[src/rtl/window_scan_ctrl.sv]
// Window scan controller for the SAD motion-estimation datapath.
// Walks every legal window position of a frame in raster order, issues the
// broadcast base offset for the 16-lane adder bank, collects one SAD per
// position and tracks the minimum SAD with its coordinates.
// Optional build macro: SAD_EARLY_EXIT_EN -- a zero SAD ends the scan at once.
module window_scan_ctrl #(
   parameter int unsigned WIN_W = 4,
   parameter int unsigned WIN_H = 4,
   parameter int unsigned DIM_W = 8,
   parameter int unsigned SAD_W = 32
) (
   input  logic             clk,
   input  logic             rst_n,
   input  logic             start,
   input  logic [DIM_W-1:0] frame_cols,
   input  logic [DIM_W-1:0] frame_rows,
   output logic [31:0]      base_addr,
   output logic             base_valid,
   input  logic             base_ready,
   input  logic [SAD_W-1:0] sad_in,
   input  logic             sad_valid,
   output logic             busy,
   output logic             done,
   output logic             err,
   output logic [SAD_W-1:0] best_sad,
   output logic [DIM_W-1:0] best_row,
   output logic [DIM_W-1:0] best_col
);

   localparam int unsigned ADDR_W = 32;

   typedef enum logic [1:0] {
      IDLE,
      ISSUE,
      WAIT_SAD,
      FINISH
   } state_t;

   state_t state, state_d;

   logic [DIM_W-1:0]  cols_q, rows_q, row_q, col_q;
   logic [DIM_W-1:0]  cols_d, rows_d, row_d, col_d;
   logic [DIM_W-1:0]  best_row_d, best_col_d;
   logic [SAD_W-1:0]  best_sad_d;
   logic [ADDR_W-1:0] base_addr_d;
   logic              err_d, base_valid_d, busy_d, done_d;

   // State register
   always_ff @(posedge clk or negedge rst_n) begin
      if (!rst_n) state <= IDLE;
      else        state <= state_d;
   end

   // Next-state, position walk and best-SAD tracking
   always_comb begin
      state_d     = state;
      cols_d      = cols_q;
      rows_d      = rows_q;
      row_d       = row_q;
      col_d       = col_q;
      base_addr_d = base_addr;
      best_sad_d  = best_sad;
      best_row_d  = best_row;
      best_col_d  = best_col;
      err_d       = err;

      case (state)
         IDLE: begin
            if (start) begin
               cols_d      = frame_cols;
               rows_d      = frame_rows;
               row_d       = '0;
               col_d       = '0;
               base_addr_d = '0;
               best_sad_d  = '1;
               err_d       = 1'b0;
               if (frame_cols < DIM_W'(WIN_W) || frame_rows < DIM_W'(WIN_H)) begin
                  err_d   = 1'b1;
                  state_d = FINISH;
               end else begin
                  state_d = ISSUE;
               end
            end
         end
         ISSUE: begin
            if (base_ready) state_d = WAIT_SAD;
         end
         WAIT_SAD: begin
            if (sad_valid) begin
               // strict less-than keeps the earliest raster position on ties
               if (sad_in < best_sad) begin
                  best_sad_d = sad_in;
                  best_row_d = row_q;
                  best_col_d = col_q;
               end
               if (col_q < cols_q - DIM_W'(WIN_W)) begin
                  col_d       = col_q + DIM_W'(1);
                  base_addr_d = base_addr + ADDR_W'(1);
                  state_d     = ISSUE;
               end else if (row_q < rows_q - DIM_W'(WIN_H)) begin
                  // last column sits WIN_W pixels before the next row start
                  col_d       = '0;
                  row_d       = row_q + DIM_W'(1);
                  base_addr_d = base_addr + ADDR_W'(WIN_W);
                  state_d     = ISSUE;
               end else begin
                  state_d = FINISH;
               end
`ifdef SAD_EARLY_EXIT_EN
               if (sad_in == '0) state_d = FINISH;
`else
`endif
            end
         end
         FINISH: begin
            state_d = IDLE;
         end
         default: begin
            state_d = IDLE;
         end
      endcase

      base_valid_d = (state_d == ISSUE);
      busy_d       = (state_d == ISSUE) || (state_d == WAIT_SAD);
      done_d       = (state_d == FINISH);
   end

   // Registered datapath and outputs
   always_ff @(posedge clk or negedge rst_n) begin
      if (!rst_n) begin
         cols_q     <= '0;
         rows_q     <= '0;
         row_q      <= '0;
         col_q      <= '0;
         base_addr  <= '0;
         base_valid <= 1'b0;
         busy       <= 1'b0;
         done       <= 1'b0;
         err        <= 1'b0;
         best_sad   <= '1;
         best_row   <= '0;
         best_col   <= '0;
      end else begin
         cols_q     <= cols_d;
         rows_q     <= rows_d;
         row_q      <= row_d;
         col_q      <= col_d;
         base_addr  <= base_addr_d;
         base_valid <= base_valid_d;
         busy       <= busy_d;
         done       <= done_d;
         err        <= err_d;
         best_sad   <= best_sad_d;
         best_row   <= best_row_d;
         best_col   <= best_col_d;
      end
   end

endmodule

[config.mk]
export PLATFORM = sky130hd
export DESIGN_NAME = window_scan_ctrl
export DESIGN_NICKNAME = d
export VERILOG_FILES = /design/src/rtl/window_scan_ctrl.sv
export SDC_FILE = /design/constraint.sdc
export NUM_CORES = 1
export LEC_CHECK = 0
export CAP_MARGIN = 5
export CORE_MARGIN = 1
export CORE_UTILIZATION = 56
export DETAILED_ROUTE_END_ITERATION = 16
export PLACE_DENSITY = 0.85
export SETUP_SLACK_MARGIN = 0.5
export SLEW_MARGIN = 20
export SYNTH_ARGS = -nofsm -noshare
export SYNTH_HDL_FRONTEND = slang
export SYNTH_SLANG_ARGS = --single-unit
[constraint.sdc]
create_clock -name clk -period 9.8 [get_ports clk]
set_input_delay 2.45 -clock clk [delete_from_list [all_inputs] [get_ports clk]]
set_output_delay 2.45 -clock clk [all_outputs]
set_load 0.05 [all_outputs]
; Yosys cells after proc, flatten, opt, wreduce, memory -nomap -nowiden
; Index checks and enable logic that the tools add are counted.
[op_classes]
addsub = 6
order_cmp = 5
n_eq_ne = 12
muxes = 26
reduce_logical = 9
[ops]
columns = cell, count
row1 = 2-to-1 mux 32 bit, 7
row2 = one-hot mux 32 bit (2 select lines), 2
row3 = 2-to-1 mux 8 bit, 7
row4 = "adder 32 x 1 -> 32 bit, second input constant", 1
row5 = "adder 32 x 3 -> 32 bit, second input constant", 1
row6 = less-than comparator 32 bit, 1
row7 = one-hot mux 8 bit (2 select lines), 2
row8 = "adder 8 x 1 -> 8 bit, second input constant", 2
row9 = "less-than comparator 8 x 3 -> 1 bit, second input constant", 2
row10 = less-than comparator 8 bit, 2
row11 = "subtractor 8 x 3 -> 8 bit, second input constant", 2
row12 = 2-to-1 mux 2 bit, 6
row13 = "inequality test 2 bit, second input constant", 5
row14 = "== test 2 bit, second input constant", 4
row15 = one-hot mux 2 bit (4 select lines), 1
row16 = AND reduction 4 bit, 2
row17 = AND reduction 5 bit, 1
row18 = "== test 2 x 1 -> 1 bit, second input constant", 2
row19 = "inequality test 3 bit, second input constant", 1
row20 = AND reduction 3 bit, 1
row21 = logical NOT 2 bit, 1
row22 = logical OR 1 bit, 2
row23 = AND reduction 2 bit, 1
row24 = nonzero test 2 bit, 1
row25 = 2-to-1 mux 1 bit, 1
[word_totals]
regBits = 118
inputBits = 53

; Longest topological paths before layout
[depth]
depth_word = 8
ltp_mapped = 14
depth_no_buf = 13

; Worst setup path before layout
; No wires, ideal clock.
[synth_timing]
kind = input to register
startpoint = in sad_in[19]
endpoint = reg best_col[6]
arrival_ns = 4.443
required_time_ns = 9.675
slack_ns = 5.232
path_stages = 8
path_buffers = 1
cell_sequence = ha_1 -> a21oi_1 -> o21ai_0 -> a2111oi_0 -> a31oi_1 -> nor2_2 -> buf_2 -> mux2_2
[synth_via]
elab_chain_cells = 2
[synth_rtl]
columns = element, line
row1 = "start, declared", 20  ; input logic [SAD_W-1:0] sad_in,
row2 = less-than comparator 32 bit, 91  ; if (sad_in < best_sad) begin
row3 = AND reduction 3 bit (no line), n/a
row4 = "end signal, assigned", 155  ; best_col <= best_col_d;
row5 = "end, declared", 27  ; output logic [DIM_W-1:0] best_col
; No other way between the ends.
; A chain may end at the register's enable or synchronous reset.

; Worst setup path after layout
[layout_timing]
startpoint = in sad_in[19]
endpoint = reg best_col[2]
; The elaborated chain is that of the path after synthesis.

==> metrics.cfg <==
[outcome]
status = finished clean

[global_routing]
track_usage_pct = 31.55
antenna_found_initial = 0
grt_pass1_wl_um = 31330
grt_max_degree = 66
gr-total-overflow = 0
grt_pass1_vias = 6379

[detailed_routing]
wire_per_inst_um = 19.12
drc = 0
drt_pass1_iterations = 5
drt_iter0_drc = 476
drt_wl_total_um = 19230
num_vias = 6449
postRouteAntennaNets = 0
avgViaCountPerCell = 6.411

[cells_and_area]
area_growth_pct = 29.86
nNetsFinal = 952
n_antenna_cell = 0
fillCellCount = 811
final_area_um2 = 8907
seq_area_um2 = 2993
final_layout_size_suffix_gt1_share_pct = 13.74
multi_input_area_um2 = 3532

[yosys]
yosys-top-cells-area = dfrtp_1 (31%), dfstp_2 (12%), ha_1 (9.7%)
synth_top_cell_area_share_pct = 31.38
synth.most_common_cell = dfrtp_1
synth_cell_types = 50
synth_area_um2 = 6859
synth_edf_count = 0
async_flop_share_pct = 100.0
synth.top_cells.by_count = dfrtp_1 (86), nand2_1 (79), ha_1 (53)
syn-num-nets = 826
yosys_warnings = 0
seq_area_frac_synth_pct = 43.63
synthFlopType = dfrtp_1
synth_seq_cells = 118
yosysTopAreaCell = dfrtp_1
post_synth.cell_area_avg_um2 = 9.526
synthCells = 720

[pwr]
switchingPower_uw = 941.7
p_seq_share_pct = 30.9
clkPwrFrac_pct = 27.2
intPower_uw = 1360
cellLeakagePower_uw = 0.004124
vdd_ir_drop_max_mv = 0.1707
p_sw_share_pct = 40.92
pwr-share-comb_pct = 41.9
power_density_nw_per_um2 = 258.4

[placement]
place.gp.congestion = 0.9013
port_buffers = 136
dp_hpwl_um = 12730
dp_slack_ps = 3601
dpl-instance-area_um2 = 8310

[timing]
fmax_ghz = 0.1680
slew_violations = 0
finalCriticalPeriod_ps = 5953
setup_viol = 0
worst_slack_ps = 3847
slew_headroom_pct = 37.64
worstMarginPinSlew_ps = 932.4
finalHoldViolCount = 0
final.setup_skew_ps = 11.15
whs_ps = 480.2
post-route-period-util_pct = 60.75
rsz0062_at_grt = false
tns_ps = 0

[clock_tree]
cts_buffers = 17
clk_pin_slew_ps = 50
clock_tree.root_cell = clkbuf_16
insertion_delay_ps = 420
cts_setup_buffers = 0
cts_buffer_depth = 2
clock_sinks = 118
cts_hold_buf = 0
cts.repair.resized = 0
htreeDepth = 4
cts_tree = yes

[die]
core_um2 = 11960
num_rows = 40
die-area_um2 = 12690
fp.dieW_um = 112.7
io_pins = 137
start_util_pct = 57.34
die_height_um = 112.7

[setup_path]
crit_fanout = 18
cp-end-kind = flip-flop
start_kind = input pin
path_class = in2reg
crit_chain = clkdlybuf4s50_1, ha_1, a21oi_1, o21ai_0, a2111oi_0, a31oi_2, buf_4, nor2_2, mux2_2
worstPathRequired_ps = 10090
cp_num_buf_inv = 2
crit_family = compound AO/OA/AOI/OAI gates
critPathSlowestCell = nor2_2
slowest_delay_ps = 720
cp.arrival_ps = 6250

[worst_hold_path]
hold_path_class = reg2reg

[run]
cap_violations = 0

## stage by stage
stage	util, %	power (uW)	std cells
after floorplan	-	1351	720
after global placement	69.48	1606	974
after detailed placement	69.48	1647	974
after CTS	74.46	2293	1006
after global routing	74.47	2412	1006
final	74.47	2302	1006
## worst register-to-register path, stage by stage, from the launching register on
cell and delay (ps):
dfstp_2 550, inv_1 60, ha_1 310, a21oi_1 180, o21ai_0 170, a2111oi_0 640, a31oi_2 510, buf_4 370
nor2_2 720, mux2_2 430
## cell usage in the layout, fill, tap and decap left out, types with 10 or more instances in the layout
master,n
a21oi_1,41
a31oi_1,32
buf_4,10
clkbuf_16,17
clkdlybuf4s50_1,135
dfrtp_1,86
dfstp_2,32
ha_1,53
inv_1,47
mux2_2,17
mux2i_1,20
nand2_1,78
nand3_1,18
nand4_1,23
nor2_1,16
nor3_1,48
o21ai_0,32
o31ai_1,18
or2_2,18
or4_1,16
## power groups by stage
stage / clock network, uW / registers (uW) / logic (uW)
CTS: 630 / 708 / 955
floorplan: 0 / 910 / 440
global placement: 0 / 707 / 900
global route: 651 / 721 / 1040
finish: 626 / 710 / 965
detailed placement: 0 / 712 / 936
## flip-flops by register name, indices dropped and copies added, names as in the netlist
signal	cells
state	2
row_q	8
err	1
base_addr	32
best_sad	32
busy	1
best_row	8
base_valid	1
col_q	8
best_col	8
cols_q	8
done	1
rows_q	8
## metal layers
layer | up-vias | global-route usage, % | wire, um | share of wire, %
met5 | - | 0 | 0 | 0
met2 | 332 | 51.85 | 9664 | 50
met3 | 69 | 5.778 | 1207 | 6.3
met1 | 3145 | 38.94 | 7630 | 40
li1 | 2903 | - | - | -
met4 | 0 | 18.76 | 731 | 3.8
## final timing paths
path | from | to | slack [ps] | cells after the start
worst min register to register | err | err | 480 | 1
worst max-delay path | sad_in[19] | best_col[2] | 3850 | 9
worst max register to register | best_sad[19] | best_col[2] | 5750 | 9
worst min-delay path | err | err | 480 | 1
min in group asynchronous | rst_n | base_addr[1] | 2080 | 1
max in group asynchronous | rst_n | row_q[4] | 6440 | 2
## area by class of cell
type,count,area share [%]
timing repair buffer,145,16.01
multi-input combinational,517,39.65
sequential,118,33.60
clock inverter,9,1.096
clock buffer,23,5.591
inverter,47,1.981
tap,147,2.065
## cell families after synthesis
group           after synthesis  synth area share, %
mux                          37                5.710
xor+xnor                      8                1.022
flops                       118                43.63
simple gates                267                20.60
fa+ha+maj                    53                9.668
compound gates              152                14.25
buf+inv                      85                5.126
No activity file was read; power rests on OpenSTA's default activity.
